$ cat src/rtl/data_mem_bridge.sv
// data_mem_bridge: turns each single-cycle CPU load/store into one valid/ready memory transaction,
// stalling the pipeline until it completes. Define DMB_POSTED_WRITE_EN for a one-entry posted store buffer.
module data_mem_bridge #(
    parameter int DATA_WIDTH      = 32,
    parameter int DATA_ADDR_WIDTH = 32,
    parameter int TIMEOUT_CYCLES  = 255
) (
    input  logic                       cpu_clk,
    input  logic                       cpu_rst_n,
    input  logic                       cpu_data_mem_read,
    input  logic [DATA_ADDR_WIDTH-1:0] cpu_data_mem_raddr,
    input  logic                       cpu_data_mem_write,
    input  logic [DATA_ADDR_WIDTH-1:0] cpu_data_mem_waddr,
    input  logic [DATA_WIDTH-1:0]      cpu_data_mem_wdata,
    input  logic [3:0]                 cpu_data_mem_write_strobe,
    output logic [DATA_WIDTH-1:0]      data_mem_rdata,
    output logic                       data_mem_hazard,
    output logic                       mem_req_valid,
    input  logic                       mem_req_ready,
    output logic                       mem_req_write,
    output logic [DATA_ADDR_WIDTH-1:0] mem_req_addr,
    output logic [DATA_WIDTH-1:0]      mem_req_wdata,
    output logic [3:0]                 mem_req_strobe,
    input  logic                       mem_rsp_valid,
    input  logic [DATA_WIDTH-1:0]      mem_rsp_rdata,
    output logic                       mem_timeout_err
);

    localparam int               CNT_W     = $clog2(TIMEOUT_CYCLES + 1);
    localparam logic [CNT_W-1:0] CNT_LIMIT = CNT_W'(TIMEOUT_CYCLES);
    localparam logic [CNT_W-1:0] CNT_ONE   = CNT_W'(1);

    typedef enum logic [1:0] {
        S_IDLE     = 2'd0,
        S_REQ      = 2'd1,
        S_WAIT_RSP = 2'd2,
        S_DONE     = 2'd3
    } state_e;

    state_e                     state_q;
    logic [CNT_W-1:0]           cnt_q;
    logic                       req_valid_q;
    logic                       req_write_q;
    logic [DATA_ADDR_WIDTH-1:0] req_addr_q;
    logic [DATA_WIDTH-1:0]      req_wdata_q;
    logic [3:0]                 req_strobe_q;
    logic [DATA_WIDTH-1:0]      rdata_q;
    logic                       err_q;
`ifdef DMB_POSTED_WRITE_EN
    logic                       posted_q;
`endif

    logic [CNT_W-1:0]           cnt_inc_s;
    logic                       limit_hit_s;
    logic                       cpu_access_s;
    logic                       idle_hazard_s;
    logic                       busy_hazard_s;
    logic                       done_hazard_s;
    logic                       hazard_s;

    // Response-wait counter arithmetic and limit detection.
    always_comb begin
        cnt_inc_s   = cnt_q + CNT_ONE;
        limit_hit_s = (cnt_inc_s == CNT_LIMIT);
    end

    // Stall decode: which pending CPU access must hold the pipeline in each state.
    always_comb begin
        cpu_access_s = cpu_data_mem_read | cpu_data_mem_write;
`ifdef DMB_POSTED_WRITE_EN
        // A draining posted store only stalls the CPU when it presents another access.
        idle_hazard_s = cpu_data_mem_read;
        busy_hazard_s = posted_q ? cpu_access_s : 1'b1;
        done_hazard_s = posted_q ? cpu_access_s : 1'b0;
`else
        idle_hazard_s = cpu_access_s;
        busy_hazard_s = 1'b1;
        done_hazard_s = 1'b0;
`endif
        hazard_s = 1'b0;
        case (state_q)
            S_IDLE:            hazard_s = idle_hazard_s;
            S_REQ, S_WAIT_RSP: hazard_s = busy_hazard_s;
            S_DONE:            hazard_s = done_hazard_s;
            default:           hazard_s = 1'b0;
        endcase
    end

    // Transaction sequencer: captures the CPU access, runs the bus handshake, times out the response wait.
    always_ff @(posedge cpu_clk or negedge cpu_rst_n) begin
        if (!cpu_rst_n) begin
            state_q      <= S_IDLE;
            cnt_q        <= {CNT_W{1'b0}};
            req_valid_q  <= 1'b0;
            req_write_q  <= 1'b0;
            req_addr_q   <= {DATA_ADDR_WIDTH{1'b0}};
            req_wdata_q  <= {DATA_WIDTH{1'b0}};
            req_strobe_q <= 4'b0000;
            rdata_q      <= {DATA_WIDTH{1'b0}};
            err_q        <= 1'b0;
`ifdef DMB_POSTED_WRITE_EN
            posted_q     <= 1'b0;
`endif
        end else begin
            case (state_q)
                S_IDLE: begin
                    if (cpu_data_mem_write) begin
                        state_q      <= S_REQ;
                        req_valid_q  <= 1'b1;
                        req_write_q  <= 1'b1;
                        req_addr_q   <= cpu_data_mem_waddr;
                        req_wdata_q  <= cpu_data_mem_wdata;
                        req_strobe_q <= cpu_data_mem_write_strobe;
`ifdef DMB_POSTED_WRITE_EN
                        posted_q     <= 1'b1;
`endif
                    end else if (cpu_data_mem_read) begin
                        state_q      <= S_REQ;
                        req_valid_q  <= 1'b1;
                        req_write_q  <= 1'b0;
                        req_addr_q   <= cpu_data_mem_raddr;
                        req_wdata_q  <= {DATA_WIDTH{1'b0}};
                        req_strobe_q <= 4'b0000;
`ifdef DMB_POSTED_WRITE_EN
                        posted_q     <= 1'b0;
`endif
                    end else begin
                        state_q <= S_IDLE;
                    end
                end
                S_REQ: begin
                    if (mem_req_ready) begin
                        req_valid_q <= 1'b0;
                        cnt_q       <= {CNT_W{1'b0}};
                        state_q     <= S_WAIT_RSP;
                    end else begin
                        state_q <= S_REQ;
                    end
                end
                S_WAIT_RSP: begin
                    cnt_q <= cnt_inc_s;
                    // A response on the limit cycle takes precedence over the timeout.
                    if (mem_rsp_valid) begin
                        if (!req_write_q) begin
                            rdata_q <= mem_rsp_rdata;
                        end else begin
                            rdata_q <= rdata_q;
                        end
                        state_q <= S_DONE;
                    end else if (limit_hit_s) begin
                        err_q   <= 1'b1;
                        rdata_q <= {DATA_WIDTH{1'b1}};
                        state_q <= S_DONE;
                    end else begin
                        state_q <= S_WAIT_RSP;
                    end
                end
                S_DONE: begin
                    state_q <= S_IDLE;
`ifdef DMB_POSTED_WRITE_EN
                    posted_q <= 1'b0;
`endif
                end
                default: begin
                    state_q <= S_IDLE;
                end
            endcase
        end
    end

    assign data_mem_rdata  = rdata_q;
    assign data_mem_hazard = hazard_s;
    assign mem_req_valid   = req_valid_q;
    assign mem_req_write   = req_write_q;
    assign mem_req_addr    = req_addr_q;
    assign mem_req_wdata   = req_wdata_q;
    assign mem_req_strobe  = req_strobe_q;
    assign mem_timeout_err = err_q;

endmodule

$ cat config.mk
export PLATFORM = sky130hd
export DESIGN_NAME = data_mem_bridge
export DESIGN_NICKNAME = d
export VERILOG_FILES = /design/src/rtl/data_mem_bridge.sv
export SDC_FILE = /design/constraint.sdc
export NUM_CORES = 1
export LEC_CHECK = 0
export ABC_CLOCK_PERIOD_IN_PS = 4000
export CAP_MARGIN = 5
export CORE_MARGIN = 2
export CORE_UTILIZATION = 46
export CTS_CLUSTER_DIAMETER = 120
export DETAILED_ROUTE_END_ITERATION = 12
export PLACE_DENSITY = 0.88
export SLEW_MARGIN = 10
export SYNTH_ARGS = -nofsm -noshare
export SYNTH_HDL_FRONTEND = slang
export SYNTH_SLANG_ARGS = --single-unit
$ cat constraint.sdc
create_clock -name cpu_clk -period 4 [get_ports cpu_clk]
set_clock_uncertainty 0.1 [all_clocks]
set_input_delay 0.8 -clock cpu_clk [delete_from_list [all_inputs] [get_ports cpu_clk]]
set_output_delay 0.8 -clock cpu_clk [all_outputs]
set_load 0.01 [all_outputs]
==> results of run 1 <==
==> area by class of cell <==
cell class	count	area (sq um)	area share, %
Inverter	7	26.3	0.305
Tap cell	147	184	2.14
Timing Repair Buffer	247	2460	28.6
Clock buffer	17	425	4.94
Clock inverter	15	160	1.86
Multi-Input combinational cell	452	2520	29.3
Sequential cell	113	2830	32.9
==> worst register-to-register path: stages, from the launching register on <==
cell and delay, ns:
sky130_fd_sc_hd__dfrtp_1 0.45, sky130_fd_sc_hd__ha_1 0.29, sky130_fd_sc_hd__and3_1 0.28, sky130_fd_sc_hd__nand3b_1 0.13
sky130_fd_sc_hd__nand2_1 0.10, sky130_fd_sc_hd__o21ai_4 0.81, sky130_fd_sc_hd__buf_4 0.35, sky130_fd_sc_hd__a21oi_2 0.08
==> Yosys cell counts (all sizes together) <==
cell type    n
nand3b       1
o21a         1
clkbuf      30
and3         1
and4bb       1
nand3       45
mux2i       37
a22oi        3
inv          6
ha           6
o21ai       76
or3b         1
o21bai       1
xor2         1
nor2        39
dfrtp      113
a22o         1
clkinv       1
o31ai        4
nor2b        1
nand2b       3
buf         21
a21o         1
o311ai       1
a32oi        2
a21oi       36
nor3         2
nand2      150
o211ai       1
o22ai       33
and4         1
nand4        3
==> power by group through the flow <==
| stage | clock [uW] | sequential (uW) | combinational [uW] |
|---|---|---|---|
| 2_1_floorplan | 0 | 2040 | 1170 |
| 3_3_place_gp | 0 | 1860 | 2570 |
| 3_5_place_dp | 0 | 1890 | 2660 |
| 4_1_cts | 1520 | 1880 | 2680 |
| 5_1_grt | 1570 | 1940 | 2930 |
| 6_report | 1490 | 1880 | 2660 |
==> registers in the layout (all words and copies together) (netlist names), named ones only <==
register,count
cnt_q,8
data_mem_rdata,32
mem_req_addr,32
mem_req_strobe,4
mem_req_valid,1
mem_req_wdata,32
mem_req_write,1
mem_timeout_err,1
state_q,1
==> worst max-delay path by stage <==
stage,slack (ns),cells after the start,from,to
global placement,0.96,5,cpu_data_mem_read,data_mem_hazard
floorplan,1.79,4,cpu_data_mem_write,data_mem_hazard
global route,0.86,5,cpu_data_mem_read,data_mem_hazard
detailed placement,0.96,5,cpu_data_mem_read,data_mem_hazard
finish,0.97,5,cpu_data_mem_read,data_mem_hazard
CTS,0.95,5,cpu_data_mem_read,data_mem_hazard
==> layer usage <==
metal,routed length (microns),up-vias,track usage (%)
met5,0,-,0
met4,430,0,10.4
met3,1260,33,6.56
met2,8790,269,47.0
met1,6460,2600,32.8
li1,-,2581,-
==> cell families (layout without fill, tap and decap cells) <==
kind of cell / Yosys count / in the layout / share of synthesized area, %
XOR/XNOR: 1 / 1 / 0.156
flip-flops: 113 / 113 / 50.5
AO/OA/AOI/OAI: 160 / 160 / 18.1
multiplexers: 37 / 37 / 6.61
adder cells (fa/ha/maj): 6 / 6 / 1.34
buffers and inverters: 58 / 286 / 4.76
AND/OR/NAND/NOR: 248 / 248 / 18.6
==> metrics by stage <==
stage,cell area [sq um],hold slack (ns)
finish,8610,0.356
global route,8610,0.389
CTS,8600,0.368
detailed placement,8020,0.356
global placement,8020,0.351
floorplan,5600,0.387
==> cell usage in the layout (no fill, tap or decap), drive strengths merged, types with 2 or more instances in the layout <==
cell             n
clkdlybuf4s50  238
nand2          150
dfrtp          113
o21ai           76
nand3           45
nor2            39
mux2i           37
a21oi           36
o22ai           33
clkbuf          17
inv             10
buf              9
ha               6
clkinvlp         5
clkinv           5
o31ai            4
nand4            3
a22oi            3
nand2b           3
nor3             2
a32oi            2
bufinv           2
==> results.yml, run 1 <==
status:
  outcome: "finished clean"
worst_setup_path:
  r2r_slack_ns: 1.29
  path_common_cell: "sky130_fd_sc_hd__clkdlybuf4s50_1"
  worst_path_largest_cell_delay_ns: 0.53
  critPathCaptureType: "primary output"
  path_buf_inv: 2
  crit_path_cell_trace: "clkdlybuf4s50_1 -> nor2_1 -> nand2_1 -> o21a_1 -> clkdlybuf4s50_1"
  critical_path_maximum_fanout: 3
  timing.critical_path.slowest_stage_cell: "sky130_fd_sc_hd__clkdlybuf4s50_1"
  crit-reg2reg-launch: "cnt_q[0]"
  worst_setup_path_class: "in2out"
  startpoint_type: "input port"
  timing.reg2reg.worst_path_depth: 7
  worst-endpoint-arrival_ns: 2.13
  worstReg2RegEnd: "data_mem_rdata[26]"
  worst_path_dominant_cell_family: "buffers and inverters"
  worst_ep_required_time_ns: 3.10
power:
  share_comb_of_total_power_pct: 44.1
  worst_ir_drop_vdd_mv: 0.432
  cell_internal_pwr_uw: 3780
  switching_share_pct: 37.3
  overall_power_after_layout_uw: 6030
  total_leakage_power_uw: 0.00375
  seq_power_share_pct: 31.2
  clock_power_share_pct: 24.7
  power-per-cell-area_mw_per_mm2: 701
  switchingPower_uw: 2250
synthesis:
  ys_seq_elements: 113
  synthesis.area_per_instance_sq_um: 8.99
  synth_area_leaders: "sky130_fd_sc_hd__dfrtp_1 (50%), sky130_fd_sc_hd__nand2_1 (10%), sky130_fd_sc_hd__o21ai_0 (6.7%)"
  yosysSeqAreaShare_pct: 50.5
  netlist_area_sq_mm: 0.00560
  postSynthCellCount: 623
  yosysTopAreaCellShare_pct: 50.5
  synth_top_cell_by_area: "sky130_fd_sc_hd__dfrtp_1"
  yosys.cell_types.count: 39
  yosys_warnings: 0
  syn-num-nets: 767
grt:
  grt_pass1_vias: 5443
  globalRouteOverflowTotal: 0
  first_pass_grt_wire_length_mm: 27.8
  antenna_found_initial: 0
  grt_start_max_net_pins: 102
  track_usage_pct: 27.1
placed_design:
  place.gp.congestion: 0.824
  dp.cells: 966
  pre_cts_slack_ns: 0.957
  place.detailed.hpwl_mm: 11.9
  buffer_ports.inserted: 241
cells_and_area:
  utilization_pct: 71.9
  num_antenna_cells: 0
  synthesis_to_finish_area_growth_pct: 53.6
  layout.filler_cells: 857
  num-nets-final: 982
  layout.cells.non_filler: 998
  final_layout_size_suffix_gt1_share_pct: 9.05
route:
  routed_length_per_placed_instance_microns: 17.0
  detail_route.first_pass.iterations: 5
  detailroute.via_count: 5483
  vias_per_cell: 5.49
  drt-initial-drc-count: 512
  route.final.wire_length_mm: 16.9
  number_of_remaining_drc_errors: 0
  ant_nets: 0
die:
  die_w_microns: 114
  starting_utilization_of_the_core_area_pct: 46.8
  dieHeight_microns: 114
  ioPinCount: 242
  num_rows: 40
  floorplan.core_area_sq_mm: 0.0120
  die_area_sq_mm: 0.0131
clocking:
  clock-sinks: 113
  clock_tree.root_cell: "sky130_fd_sc_hd__clkbuf_16"
  tritoncts_clock_tree: "done"
  post_cts_resized: 0
  cts.hold.buffers_added: 0
  cts.clk_slew.worst_paths_ns: 0.06
  h-tree-depth: 4
  clock_latency_ns: 0.41
  tritoncts.num_buffers: 17
  cts.repair_timing.setup_buffer_count: 0
  max-clock-path-buffers: 2
timing:
  rsz_0062_raised_after_global_routing: "no"
  worst-slew-pin-transition_ns: 1.08
  finalMaxSlewViolations: 0
  maxSlewHeadroom_pct: 27.9
  hold_viol: 0
  fin_crit_sh_pct: 75.8
  clock.fmax_ghz: 0.330
  timing.final.setup_violations: 0
  setup_total_neg_slack_ns: 0
  period_needed_ns: 3.03
  worst_slack_ns: 0.967
worst_hold_path:
  hp-class: "in2async"
run:
  cap_viol_max_count: 0
(Power assumes the default switching activity.)
==> run 2, diff against run 1 <==
Settings changed: ABC_CLOCK_PERIOD_IN_PS 4000 to 3170, CORE_UTILIZATION 46 to 43, PLACE_DENSITY 0.88 to 0.83.
Clock period 4 ns to 3.17 ns, I/O delays scaled along.
==> results.yml, run 2 (synthesized netlist as in run 1, its figures left out) <==
die:
  ioPinCount: 242
  num_rows: 41
  die_w_microns: 118
  floorplan.core_area_sq_mm: 0.0127
  dieHeight_microns: 118
  die_area_sq_mm: 0.0140
  starting_utilization_of_the_core_area_pct: 44.2
route:
  route.final.wire_length_mm: 17.1
  detailroute.via_count: 5399
  number_of_remaining_drc_errors: 0
  routed_length_per_placed_instance_microns: 16.7
  drt-initial-drc-count: 426
  ant_nets: 0
  detail_route.first_pass.iterations: 4
  vias_per_cell: 5.27
timing:
  hold_viol: 0
  timing.final.setup_violations: 0
  worst-slew-pin-transition_ns: 1.13
  finalMaxSlewViolations: 0
  maxSlewHeadroom_pct: 24.9
  clock.fmax_ghz: 0.363
  rsz_0062_raised_after_global_routing: "no"
  setup_total_neg_slack_ns: 0
  period_needed_ns: 2.76
  fin_crit_sh_pct: 87.0
worst_setup_path:
  path_common_cell: "sky130_fd_sc_hd__clkdlybuf4s50_1"
  timing.reg2reg.worst_path_depth: 7
  critPathCaptureType: "primary output"
  timing.critical_path.slowest_stage_cell: "sky130_fd_sc_hd__clkdlybuf4s50_1"
  critical_path_maximum_fanout: 3
  worst_ep_required_time_ns: 2.44
  cp_num_cells: 5
  crit_path_cell_trace: "clkdlybuf4s50_1 -> nor2_1 -> nand2_1 -> o21a_1 -> clkdlybuf4s50_1"
  worst_setup_path_class: "in2out"
  worst-endpoint-arrival_ns: 2.02
  path_buf_inv: 2
  worst_path_largest_cell_delay_ns: 0.56
  worst_path_dominant_cell_family: "buffers and inverters"
  startpoint_type: "input port"
clocking:
  tritoncts.num_buffers: 17
  cts.hold.buffers_added: 0
  cts.clk_slew.worst_paths_ns: 0.05
  clock_latency_ns: 0.40
  h-tree-depth: 4
  clock_tree.root_cell: "sky130_fd_sc_hd__clkbuf_16"
  clock-sinks: 113
  cts.repair_timing.setup_buffer_count: 0
  max-clock-path-buffers: 2
  tritoncts_clock_tree: "done"
  post_cts_resized: 0
placed_design:
  place.gp.congestion: 0.810
  place.detailed.hpwl_mm: 12.1
  buffer_ports.inserted: 241
  dp.cells: 993
grt:
  antenna_found_initial: 0
  first_pass_grt_wire_length_mm: 27.4
  grt_start_max_net_pins: 71
  grt_pass1_vias: 5230
  track_usage_pct: 24.7
  globalRouteOverflowTotal: 0
power:
  power-per-cell-area_mw_per_mm2: 891
  cell_internal_pwr_uw: 4990
  share_comb_of_total_power_pct: 44.2
  clock_power_share_pct: 25.3
  switching_share_pct: 35.6
  total_leakage_power_uw: 0.00379
  switchingPower_uw: 2760
  seq_power_share_pct: 30.5
  worst_ir_drop_vdd_mv: 0.463
  overall_power_after_layout_uw: 7750
cells_and_area:
  synthesis_to_finish_area_growth_pct: 55.2
  num_antenna_cells: 0
  layout.cells.non_filler: 1024
  layout.cells.most_common: "sky130_fd_sc_hd__clkdlybuf4s50_1"
  commonest_non_fill_non_tap_cells_in_the_layout: "sky130_fd_sc_hd__clkdlybuf4s50_1 (238), sky130_fd_sc_hd__nand2_1 (150), sky130_fd_sc_hd__dfrtp_1 (113), sky130_fd_sc_hd__o21ai_0 (74), sky130_fd_sc_hd__nand3_1 (44)"
  layout.filler_cells: 952
  num-nets-final: 984
  final_layout_size_suffix_gt1_share_pct: 8.69
worst_hold_path:
  hp-class: "in2async"
run:
  cap_viol_max_count: 0
status:
  outcome: "finished clean"
-- run 2: cell count changes in the layout (fill, tap and decap cells not counted), sizes merged --
cell	before	now
clkbuf	17	21
clkinvlp	5	1
inv	10	6
buf	9	11
bufinv	2	4
clkinv	5	6
-- run 2: area by class of cell --
class | instances | area, sq um | area share, %
Sequential cell | 113 | 2830 | 32.5
Clock inverter | 10 | 160 | 1.84
Clock buffer | 21 | 450 | 5.18
Inverter | 7 | 26.3 | 0.302
Multi-Input combinational cell | 452 | 2520 | 29.0
Timing Repair Buffer | 249 | 2500 | 28.7
Tap cell | 172 | 215 | 2.47
-- run 2: per-layer routing --
layer	share of wire (%)	routed length [microns]	GRT usage, %
met1	40	6760	29.2
met4	3.1	522	11.0
met3	7.1	1220	7.14
met5	0	0	0
met2	50	8580	41.6
-- run 2: path summary, 6_finish.rpt --
path	from	end	slack, ns
worst max register to register	cnt_q[0]	data_mem_rdata[31]	0.90
min in group cpu_clk	mem_req_strobe[2]	mem_req_strobe[2]	0.37
worst min register to register	mem_req_strobe[2]	mem_req_strobe[2]	0.37
max in group asynchronous	cpu_rst_n	async pin	2.00
worst max-delay path	cpu_data_mem_read	data_mem_hazard	0.41
worst min-delay path	cpu_rst_n	data_mem_rdata[10]	0.21
-- run 2: power groups by stage --
stage / sequential, uW / combinational (uW) / clock, uW
floorplan: 2570 / 1480 / 0
global placement: 2340 / 3330 / 0
detailed placement: 2370 / 3420 / 0
CTS: 2360 / 3450 / 2000
global route: 2440 / 3730 / 2070
finish: 2370 / 3430 / 1960
-- run 2: metrics by stage --
step / utilization, % / setup slack [ns] / hold WS, ns / instance area, sq um
floorplan: - / 1.29 / 0.238 / 5600
global placement: 63.8 / 0.418 / 0.350 / 8090
detailed placement: 63.8 / 0.418 / 0.359 / 8090
CTS: 68.6 / 0.421 / 0.242 / 8700
global route: 68.6 / 0.374 / 0.259 / 8700
finish: 68.6 / 0.413 / 0.213 / 8700
==> run 3, diff against run 2 <==
==> constraint.sdc (replaced) <==
create_clock -name cpu_clk -period 3.17 [get_ports cpu_clk]
set_clock_uncertainty 0.1 [all_clocks]
set_input_delay 0.7925 -clock cpu_clk [delete_from_list [all_inputs] [get_ports cpu_clk]]
set_output_delay 0.7925 -clock cpu_clk [all_outputs]
set_load 0.01 [all_outputs]
==> results.yml, run 3 (synthesized netlist as in run 1, its figures left out) <==
status:
  outcome: "finished clean"
power:
  switching_share_pct: 36.3
  share_comb_of_total_power_pct: 43.9
  switchingPower_uw: 2790
  worst_ir_drop_vdd_mv: 0.707
  seq_power_share_pct: 30.8
  power-per-cell-area_mw_per_mm2: 881
  clock_power_share_pct: 25.3
  cell_internal_pwr_uw: 4890
  total_leakage_power_uw: 0.00379
die:
  ioPinCount: 242
  die_area_sq_mm: 0.0140
  die_w_microns: 118
  dieHeight_microns: 118
  num_rows: 41
  floorplan.core_area_sq_mm: 0.0127
  starting_utilization_of_the_core_area_pct: 44.2
worst_setup_path:
  critPathCaptureType: "primary output"
  worstReg2RegEnd: "mem_timeout_err"
  worst_setup_path_class: "in2out"
  timing.reg2reg.worst_path_depth: 7
  crit_path_start: "cpu_data_mem_read"
  startpoint_type: "input port"
  r2r_slack_ns: 0.98
  worst-endpoint-arrival_ns: 2.17
  worst_ep_required_time_ns: 2.28
  crit-reg2reg-launch: "cnt_q[0]"
  critical_path_maximum_fanout: 3
  timing.critical_path.to: "data_mem_hazard"
cells_and_area:
  synthesis_to_finish_area_growth_pct: 55.6
  num_antenna_cells: 0
  area.sequential_sq_mm: 0.00283
  final_layout_size_suffix_gt1_share_pct: 9.24
  commonest_non_fill_non_tap_cells_in_the_layout: "sky130_fd_sc_hd__clkdlybuf4s50_1 (238), sky130_fd_sc_hd__nand2_1 (150), sky130_fd_sc_hd__dfrtp_1 (113), sky130_fd_sc_hd__o21ai_0 (74), sky130_fd_sc_hd__nand3_1 (44)"
  fin_area_sq_mm: 0.00872
  layout.filler_cells: 971
  layout.cells.non_filler: 1027
  multiInputGateArea_sq_mm: 0.00252
  num-nets-final: 986
  layout.cells.most_common: "sky130_fd_sc_hd__clkdlybuf4s50_1"
clocking:
  h-tree-depth: 4
  clock_latency_ns: 0.41
  post_cts_resized: 0
  tritoncts_clock_tree: "done"
  cts.repair_timing.setup_buffer_count: 0
  cts.clk_slew.worst_paths_ns: 0.05
  max-clock-path-buffers: 2
  clock-sinks: 113
  cts.hold.buffers_added: 0
  tritoncts.num_buffers: 17
  clock_tree.root_cell: "sky130_fd_sc_hd__clkbuf_16"
worst_hold_path:
  hp-class: "in2async"
route:
  route.final.wire_length_mm: 16.8
  drt-initial-drc-count: 378
  number_of_remaining_drc_errors: 0
  detailroute.via_count: 5391
  routed_length_per_placed_instance_microns: 16.4
  vias_per_cell: 5.25
  detail_route.first_pass.iterations: 5
  ant_nets: 0
run:
  cap_viol_max_count: 0
timing:
  hold_viol: 0
  finalHoldWorstSlack_ns: 0.282
  timing.final.setup_violations: 0
  worst-slew-pin-transition_ns: 0.955
  period_needed_ns: 3.06
  maxSlewHeadroom_pct: 36.3
  fin_crit_sh_pct: 96.6
  finalMaxSlewViolations: 0
  clock.fmax_ghz: 0.327
  rsz_0062_raised_after_global_routing: "no"
  worst_slack_ns: 0.108
  setup_total_neg_slack_ns: 0
placed_design:
  place.detailed.hpwl_mm: 12.0
  buffer_ports.inserted: 241
  pre_cts_slack_ns: 0.110
  placed_standard_cell_area_sq_mm: 0.00811
  place.gp.congestion: 0.839
  dp.cells: 995
grt:
  grt_start_max_net_pins: 102
  first_pass_grt_wire_length_mm: 27.1
  globalRouteOverflowTotal: 0
  antenna_found_initial: 0
  track_usage_pct: 24.5
  grt_pass1_vias: 5263
==> run 3: changes by cell type in the layout (fill, tap and decap cells not counted) <==
cell and delta:
sky130_fd_sc_hd__buf_12 +1, sky130_fd_sc_hd__buf_4 +1, sky130_fd_sc_hd__bufinv_16 -1, sky130_fd_sc_hd__clkbuf_1 -2, sky130_fd_sc_hd__inv_6 +1, sky130_fd_sc_hd__clkinvlp_4 +3
==> run 3: worst max-delay path: stages <==
cell	delay, ns
sky130_fd_sc_hd__clkdlybuf4s50_1	0.41
sky130_fd_sc_hd__nor2_1	0.22
sky130_fd_sc_hd__nand2_1	0.12
sky130_fd_sc_hd__o21a_1	0.12
sky130_fd_sc_hd__clkdlybuf4s50_1	0.50
==> run 3: area by class of cell <==
class / count / share of cell area, %
well taps: 172 / 2.47
flip-flops and latches: 113 / 32.4
multi-input cells: 452 / 28.9
repair buffers: 251 / 29.0
clock inverters: 13 / 1.85
inverters: 7 / 0.301
clock buffers: 19 / 5.08
==> run 3: how the worst min path moves through the flow <==
stage / start / cells after the start / to
CTS: cpu_rst_n / 1 / mem_req_addr[25]
global placement: mem_req_wdata[13] / 2 / mem_req_wdata[13]
detailed placement: mem_timeout_err / 2 / mem_timeout_err
floorplan: state_q[0] / 1 / flip-flop
finish: cpu_rst_n / 1 / cnt_q[0]
global route: cpu_rst_n / 1 / cnt_q[0]
==> run 3: power groups by stage <==
stage	clock network, uW	registers (uW)	logic, uW
final	1940	2370	3370
after global routing	2060	2440	3670
after detailed placement	0	2380	3390
after global placement	0	2340	3290
after CTS	1970	2360	3410
after floorplan	0	2570	1480
==> run 3: per-stage QoR <==
| step | total power [uW] | utilization (%) |
|---|---|---|
| final | 7680 | 68.8 |
| after global routing | 8160 | 68.8 |
| after CTS | 7740 | 68.8 |
| after detailed placement | 5760 | 64.0 |
| after global placement | 5640 | 64.0 |
| after floorplan | 4040 | - |
==> run 3: per-layer routing <==
layer | track usage (%) | vias to the layer above | wire length [microns]
li1 | - | 2583 | -
met1 | 30.0 | 2536 | 6630
met2 | 41.1 | 248 | 8500
met3 | 7.38 | 24 | 1340
met4 | 8.73 | 0 | 375
met5 | 0 | - | 0
